==> config.mk <==
export PLATFORM = sky130hd
export DESIGN_NAME = psum_drain
export DESIGN_NICKNAME = d
export VERILOG_FILES = /design/src/rtl/psum_drain.sv
export SDC_FILE = /design/constraint.sdc
export NUM_CORES = 1
export LEC_CHECK = 0
export ABC_AREA = 1
export CAP_MARGIN = 20
export CORE_UTILIZATION = 65
export CTS_CLUSTER_DIAMETER = 40
export DETAILED_ROUTE_END_ITERATION = 12
export DONT_BUFFER_PORTS = 1
export PLACE_DENSITY = 0.81
export SETUP_SLACK_MARGIN = 0.15
export SYNTH_ARGS = -nofsm -noshare
export SYNTH_HDL_FRONTEND = slang
export SYNTH_SLANG_ARGS = --single-unit
export TNS_END_PERCENT = 20
==> constraint.sdc <==
create_clock -name clk -period 3.6 [get_ports clk]
set_input_delay 0.36 -clock clk [delete_from_list [all_inputs] [get_ports clk]]
set_output_delay 0.36 -clock clk [all_outputs]
set_load 0.005 [all_outputs]
==> src/rtl/psum_drain.sv <==
// rtl/psum_drain.sv - PE partial-sum buffer read controller with a 2-entry skid FIFO
// Optional build macro PSUM_DRAIN_RELU_EN: negative partial sums are clamped to zero on FIFO write.
module psum_drain #(
    parameter int IFMAP_WIDTH          = 18,
    parameter int IFMAP_POINTER_SIZE   = 8,
    parameter int FILTER_SIZE_REG_SIZE = 8,
    parameter int STRIDE_SIZE          = 3
) (
    input  logic                            clk,
    input  logic                            rst,
    input  logic                            start,
    input  logic [IFMAP_POINTER_SIZE-1:0]   ifmap_len,
    input  logic [FILTER_SIZE_REG_SIZE-1:0] filter_size,
    input  logic [STRIDE_SIZE-1:0]          stride,
    input  logic                            pe_done,
    input  logic [IFMAP_WIDTH-1:0]          Psum_out,
    output logic                            ren_Psum_buffer,
    output logic [IFMAP_WIDTH-1:0]          out_data,
    output logic                            out_valid,
    input  logic                            out_ready,
    output logic                            busy,
    output logic                            drain_done,
    output logic                            cfg_err
);
    localparam int PW  = IFMAP_POINTER_SIZE;
    localparam int CW0 = (PW > FILTER_SIZE_REG_SIZE) ? PW : FILTER_SIZE_REG_SIZE;
    localparam int CW  = (CW0 > STRIDE_SIZE) ? CW0 : STRIDE_SIZE;

    typedef enum logic [2:0] {
        S_IDLE,
        S_CALC,
        S_ARMED,
        S_DRAIN,
        S_FIN
    } state_t;

    state_t                 state_q, state_d;
    logic [CW-1:0]          s_q, s_d;
    logic [CW-1:0]          rem_q, rem_d;
    logic [PW-1:0]          n_q, n_d;
    logic [PW-1:0]          issued_q, issued_d;
    logic                   cfg_err_q, cfg_err_d;
    logic                   drain_done_q, drain_done_d;
    logic                   inflight_q;

    logic [IFMAP_WIDTH-1:0] mem_q [2];
    logic                   wr_ptr_q, rd_ptr_q;
    logic [1:0]             count_q;

    logic [CW-1:0]          len_c, flt_c, str_c, diff_c, rem_sub;
    logic                   push, pop, ren;
    logic [2:0]             occ, occ_limit;
    logic [IFMAP_WIDTH-1:0] push_data;

    // Geometry is compared in a common width so mixed parameter widths stay safe.
    assign len_c   = CW'(ifmap_len);
    assign flt_c   = CW'(filter_size);
    assign str_c   = CW'(stride);
    assign diff_c  = len_c - flt_c;
    assign rem_sub = rem_q - s_q;

    assign push      = inflight_q;
    assign out_valid = (count_q != 2'd0);
    assign pop       = out_valid & out_ready;
    assign out_data  = out_valid ? mem_q[rd_ptr_q] : '0;

    // A read may only issue if its word is guaranteed a FIFO slot when it lands.
    assign occ       = {1'b0, count_q} + {2'b00, inflight_q};
    assign occ_limit = 3'd1 + {2'b00, pop};

`ifdef PSUM_DRAIN_RELU_EN
    assign push_data = Psum_out[IFMAP_WIDTH-1] ? '0 : Psum_out;
`else
    assign push_data = Psum_out;
`endif

    assign ren_Psum_buffer = ren;
    assign busy            = (state_q != S_IDLE);
    assign drain_done      = drain_done_q;
    assign cfg_err         = cfg_err_q;

    always_comb begin
        state_d      = state_q;
        s_d          = s_q;
        rem_d        = rem_q;
        n_d          = n_q;
        issued_d     = issued_q;
        cfg_err_d    = cfg_err_q;
        drain_done_d = 1'b0;
        ren          = 1'b0;
        case (state_q)
            S_IDLE: begin
                if (start) begin
                    s_d       = str_c;
                    cfg_err_d = 1'b0;
                    issued_d  = '0;
                    if ((str_c == '0) || (flt_c == '0) || (flt_c > len_c)) begin
                        cfg_err_d = 1'b1;
                        n_d       = '0;
                        rem_d     = '0;
                        state_d   = S_FIN;
                    end else begin
                        rem_d   = diff_c;
                        n_d     = PW'(1);
                        // N==1 needs no subtraction, so CALC is skipped entirely.
                        state_d = (diff_c < str_c) ? S_ARMED : S_CALC;
                    end
                end
            end
            S_CALC: begin
                rem_d = rem_sub;
                n_d   = n_q + PW'(1);
                // Look ahead on the new remainder so CALC lasts exactly N-1 cycles.
                if (rem_sub < s_q) begin
                    state_d = S_ARMED;
                end
            end
            S_ARMED: begin
                if (pe_done) begin
                    state_d = S_DRAIN;
                end
            end
            S_DRAIN: begin
                if ((issued_q < n_q) && (occ <= occ_limit)) begin
                    ren      = 1'b1;
                    issued_d = issued_q + PW'(1);
                end
                if ((issued_q == n_q) && !inflight_q && (count_q == 2'd0)) begin
                    state_d = S_FIN;
                end
            end
            S_FIN: begin
                drain_done_d = 1'b1;
                state_d      = S_IDLE;
            end
            default: begin
                state_d = S_IDLE;
            end
        endcase
    end

    always_ff @(posedge clk) begin
        if (rst) begin
            state_q      <= S_IDLE;
            s_q          <= '0;
            rem_q        <= '0;
            n_q          <= '0;
            issued_q     <= '0;
            cfg_err_q    <= 1'b0;
            drain_done_q <= 1'b0;
            inflight_q   <= 1'b0;
        end else begin
            state_q      <= state_d;
            s_q          <= s_d;
            rem_q        <= rem_d;
            n_q          <= n_d;
            issued_q     <= issued_d;
            cfg_err_q    <= cfg_err_d;
            drain_done_q <= drain_done_d;
            inflight_q   <= ren;
        end
    end

    always_ff @(posedge clk) begin
        if (rst) begin
            mem_q[0] <= '0;
            mem_q[1] <= '0;
            wr_ptr_q <= 1'b0;
            rd_ptr_q <= 1'b0;
            count_q  <= 2'd0;
        end else begin
            if (push) begin
                mem_q[wr_ptr_q] <= push_data;
                wr_ptr_q        <= ~wr_ptr_q;
            end
            if (pop) begin
                rd_ptr_q <= ~rd_ptr_q;
            end
            case ({push, pop})
                2'b10:   count_q <= count_q + 2'd1;
                2'b01:   count_q <= count_q - 2'd1;
                default: count_q <= count_q;
            endcase
        end
    end

endmodule

==> results of run 1 <==
registers in the layout, summed over array words and instances (netlist names), named ones only:
name,flops
inflight_q,1
rd_ptr_q,1
state_q,3
wr_ptr_q,1
rem_q,8
cfg_err,1
n_q,8
issued_q,8
mem_q,36
count_q,2
s_q,3
drain_done,1
metal layers:
| metal | part of all wire, % | vias to the layer above |
|---|---|---|
| li1 | - | 1883 |
| met1 | 44 | 1714 |
| met2 | 49 | 120 |
| met3 | 5.2 | 17 |
| met4 | 1.7 | 0 |
| met5 | 0 | - |
how the worst max path moves through the flow:
stage | endpoint | slack, ns | cells after the start
detailed placement | issued_q[3] | 0.86 | 12
floorplan | issued_q[2] | 1.26 | 12
global placement | issued_q[3] | 0.95 | 12
finish | ren_Psum_buffer | 0.60 | 10
global route | ren_Psum_buffer | 0.46 | 10
CTS | ren_Psum_buffer | 0.61 | 10
metrics by stage:
stage,power (mW),util [%],cell area [sq um],setup slack [ns]
after global routing,3.06,72.7,4720,0.461
after detailed placement,2.20,69.7,4530,0.865
after global placement,2.15,69.7,4530,0.954
after floorplan,2.00,-,4460,1.26
after CTS,2.84,72.7,4720,0.606
final,2.83,72.7,4720,0.599
cell usage in the layout (no fill, tap or decap), types with 4 or more instances in the layout:
cell and instances:
nand3_1 27, nand2_1 142, nor3_1 6, a31oi_1 6
inv_1 87, dfxtp_1 38, clkbuf_8 9, edfxtp_1 36
o21ai_0 19, xor2_1 4, a21oi_1 52, nor2_4 5
ha_1 31, nor2_1 75, buf_4 5, inv_2 4
layout make-up:
type	instances	area, sq um
sequential	74	1840
inverter	93	352
clock inverter	6	66.3
fill	512	1770
timing repair buffer	5	37.5
tap	77	96.3
multi-input combinational	404	2200
clock buffer	10	128
critical path, cell delays in order (launching register included):
cell	delay, ns
dfxtp_1	0.45
nor2_4	0.05
buf_4	0.20
inv_1	0.15
nand2_1	0.10
inv_1	0.16
fa_1	0.43
or2_0	0.25
o21ai_1	0.21
nand4_4	0.18
inv_1	0.11
logic make-up after synthesis:
kind of cell / after synthesis
buffers and inverters: 106
and+or+nand+nor: 275
adders and majority gates: 34
AOI/OAI and AO/OA: 89
DFF: 74
xor gates and xnor gates: 6
power breakdown:
part	switching [mW]	internal, mW
clock network	0.319	0.322
registers	0.0982	0.983
logic	0.727	0.381
==> metrics, run 1 <==
worst flop-to-flop path startpoint=count_q[0]; largest family of logic cells by synthesized area=simple AND/OR/NAND/NOR gates; Post-CTS Resized=0; R2R depth=12; share of synthesized flip-flops with an asynchronous set or reset=0%; CTS Hold Buffers Added=0; first-pass GRT wire length=14800 um; R2R Setup Slk=0.81 ns; worst hold start=rst; core area=0.00649 sq mm; dpl hpwl=6400 um; htree depth=3; Global Route met3 Usage=4.13%; synthesized cell area=0.00446 sq mm; number of global-route vias before repair=3472; largest cells by area after synthesis=edfxtp_1 24%, dfxtp_1 17%, nand2_1 12%; count of clock tree sinks=74; total number of vias=3734; CTS clk-pin slew, worst paths=0.08 ns; Top Usage Layer GRT=met2; ant diodes=0; met1 usage=31.5%; mean post-synth cell area=7.63 sq um; Hold WC Path Type=input pin to flop; startpoint type of the worst setup path=flop; syn nets=660; WL/cell=13.3 um; Final #Nets=663; max cap viols=0; non-filler cells, final=669; dpl cells=653; Fin Hold WS=0.0695 ns; sequential share of the synthesized area=41.3%; setup violators final=0; Post-synth EDFFs=36; routability cong.=0.903; count leader, synth=nand2_1; Max Fclk=333 MHz; Routed WL=8920 um; synth cell count leaders=142 x nand2_1, 87 x inv_1, 75 x nor2_1; Synth warnings=0; initial antenna violation count=0; status=finished with violations; post-synthesis register bit count=74; Setup TNS Final=0 ns; Fin. Hold Viols=0; clock tree buffer depth=2; TritonRoute pass-1 iters=9; post-synthesis adder-cell area fraction=10.1%; post-route ant nets=0; area of the die=0.00719 sq mm; Layout area overhead=5.98%; DR iter-0 viols=164; CTS tree=built; Die W=84.8 um; post-CTS setup buffer count=0; Max VDD drop=488 uV; P_leak=2.15 nW; worst rel slew slack=47.9%; largest area contributor in the synthesized netlist=edfxtp_1; die height=84.8 um; Port Buffers=0; Syn Inst Count=584; crit share post-route=83.4%; post-synth cell types=43; Slew Viols, Final=0; reg-to-reg critical path endpoint=issued_q[3]; largest net degree at the start of global routing=20; initial core utilization=68.6%; layout cells sized above 1=7.26%; # IOs=65; Vias/cell=5.58; Hold Path End=state_q[1]; global-route usage over all layers=25.9%; # rows=29; CP Capture Type=primary output; share of the synthesized area in the top cell type=24.3%; Skew-Pair Late Insertion Delay=0.35 ns; Worst Setup SP=count_q[0]; Primary FF master, synth=dfxtp_1; worst-path fanout max=19; simple-gate portion of the synthesized area=27.5%; Final Critical Period=3.00 ns; Worst Max-Slew Pin Slew=0.779 ns; Compound-Gate Fraction of Synth Area=10.7%; XOR/XNOR share of the synthesized area=1.18%; failing checks=DRC; grt ovf=0; DRC viols=7; pwr dens=599 mW/mm^2; fraction of synthesized area in multiplexers=0%; Arr. time, crit path=2.64 ns; Clock Skews=0.0121 ns; Critical Path RT=3.24 ns; WS Path Type=flop to primary output; root buffer cell=clkbuf_8; met2 Use GR=45.7%; Hold Path Stages=1; RSZ-0062 raised after global routing=false; TritonCTS Buffers=9
Note: power is estimated with default switching activity, not from simulation.
==> inputs of run 2 (changes only) <==
--- a/config.mk
+++ b/config.mk
@@ -7,11 +7,11 @@
 export LEC_CHECK = 0
 export ABC_AREA = 1
 export CAP_MARGIN = 20
-export CORE_UTILIZATION = 65
+export CORE_UTILIZATION = 64
 export CTS_CLUSTER_DIAMETER = 40
 export DETAILED_ROUTE_END_ITERATION = 12
 export DONT_BUFFER_PORTS = 1
-export PLACE_DENSITY = 0.81
+export PLACE_DENSITY = 0.8
 export SETUP_SLACK_MARGIN = 0.15
 export SYNTH_ARGS = -nofsm -noshare
 export SYNTH_HDL_FRONTEND = slang
==> constraint.sdc (replaced) <==
create_clock -name clk -period 2.8 [get_ports clk]
set_input_delay 0.28 -clock clk [delete_from_list [all_inputs] [get_ports clk]]
set_output_delay 0.28 -clock clk [all_outputs]
set_load 0.005 [all_outputs]
==> run 2 against run 1 <==
Compared with the run above: the run now ends clean; core utilization is 2.4 points lower; largest cell class unchanged; clock skew is 0.00057 ns lower; power is 28% higher; critical path type unchanged; final cell count is 0.75% higher; global-route usage is 1.1 points lower; via count is 0.78% lower; combinational power is 31% higher; worst hold slack worse by 0.056 ns; die area is 1.5% higher.
==> metrics, run 2 (same netlist as run 1, synthesis figures left out) <==
status=completed; CTS tree=built; TritonRoute pass-1 iters=8; Fin Hold WS=0.0138 ns; Slew Viols, Final=0; max cap viols=0; number of global-route vias before repair=3441; Skew-Pair Late Insertion Delay=0.35 ns; ant diodes=0; Sw Share=41.9%; WS Path Type=flop to primary output; count of clock tree sinks=74; P_leak=2.16 nW; Final #Nets=665; total number of vias=3705; Switching Power=1.51 mW; Final Critical Period=2.50 ns; crit share post-route=89.3%; Fin. Hold Viols=0; TritonCTS Buffers=9; # rows=30; htree depth=3; Top Usage Layer GRT=met2; first-pass GRT wire length=14400 um; met1 usage=29.3%; Routed WL=9160 um; met2 Use GR=45.5%; Pint=2.10 mW; core area=0.00676 sq mm; PnR worst setup slack=0.298 ns; CTS clk-pin slew, worst paths=0.08 ns; clock power share=21.4%; FILL cells=538; Final Cell Area=0.00475 sq mm; Port Buffers=0; Comb power frac=40.2%; area of the multi-input gates=0.00221 sq mm; Hold WC Path Type=input pin to flop; Worst Max-Slew Pin Slew=0.789 ns; root buffer cell=clkbuf_8; grt ovf=0; dpl cells=656; initial antenna violation count=0; post-route ant nets=0; DRC viols=0; # IOs=65; Cell Area, Placed=0.00453 sq mm; worst slack, placed=-0.0707 ns; Final Util=70.3%; max reg flops=36; Die W=85.5 um; Clock Skews=0.0115 ns; non-filler cells, final=674; WL/cell=13.6 um; startpoint type of the worst setup path=flop; largest net degree at the start of global routing=23; Largest Register=mem_q; most frequent cells in the layout=141 x nand2_1, 86 x inv_1, 75 x nor2_1; area of the die=0.00730 sq mm; Global Route met3 Usage=3.60%; leading cell type in the layout, fill and taps excluded=nand2_1; Critical Path RT=2.52 ns; worst-path fanout max=8; initial core utilization=66.0%; routability cong.=0.854; FF+latch area=0.00185 sq mm; setup violators final=0; DR iter-0 viols=112; RSZ-0062 raised after global routing=false; Sequential Power Share=38.4%; layout cells sized above 1=8.59%; Vias/cell=5.50; global-route usage over all layers=24.8%; die height=85.5 um; Max Fclk=400 MHz; Max VDD drop=736 uV; Arr. time, crit path=2.22 ns; clock tree buffer depth=2; dpl hpwl=6660 um; worst rel slew slack=47.3%; Layout area overhead=6.54%; CP Capture Type=primary output; pwr dens=761 mW/mm^2
## run 2: final timing paths
path         depth (start not counted)       start  slack (ns)              end
min reg2reg                          2      n_q[7]        0.47           n_q[7]
min                                  1         rst        0.01       state_q[2]
max                                 10  count_q[1]        0.30  ren_Psum_buffer
max reg2reg                         16      s_q[0]        0.40       state_q[1]
## run 2: layout make-up
| type | instances | area share, % |
|---|---|---|
| clock buffers | 9 | 2.61 |
| clock inverters | 7 | 1.26 |
| inverters | 93 | 7.40 |
| multi-input cells | 404 | 46.5 |
| flip-flops and latches | 74 | 38.9 |
| well taps | 80 | 2.11 |
| repair buffers | 7 | 1.16 |
## run 2: critical path, stage by stage (launching register included)
cell     delay (ns)
dfxtp_4        0.37
nor2_4         0.11
inv_1          0.09
nand2_2        0.08
inv_2          0.06
fa_1           0.44
or2_0          0.26
o21ai_1        0.16
o21ai_2        0.09
nand4_4        0.14
inv_1          0.07
## run 2: timing repair
item,4_1_cts,5_1_grt
setup buffers,1,0
hold endpoints to repair,10,0
endpoints found under the setup margin,9,1
hold buffers,1,0
gates resized for setup,2,6
pin swaps,1,1
## run 2: per-stage QoR
step                power, mW  TNS (ns)
global route             3.89         0
finish                   3.62         0
floorplan                2.57         0
global placement         2.79         0
CTS                      3.61         0
detailed placement       2.85    -0.142
## run 2: per-layer routing
metal | share of wire (%) | wire, um | up-vias
met1 | 44 | 4070 | 1699
met3 | 4.7 | 432 | 8
met5 | 0 | 0 | -
met4 | 0.87 | 80 | 0
met2 | 50 | 4580 | 109
li1 | - | - | 1889
## run 2: power by group through the flow
stage	Sequential (mW)	Clock, mW	Combinational [mW]
floorplan	1.38	0	1.19
global placement	1.40	0	1.38
detailed placement	1.41	0	1.44
CTS	1.39	0.771	1.45
global route	1.40	0.821	1.66
finish	1.39	0.773	1.45
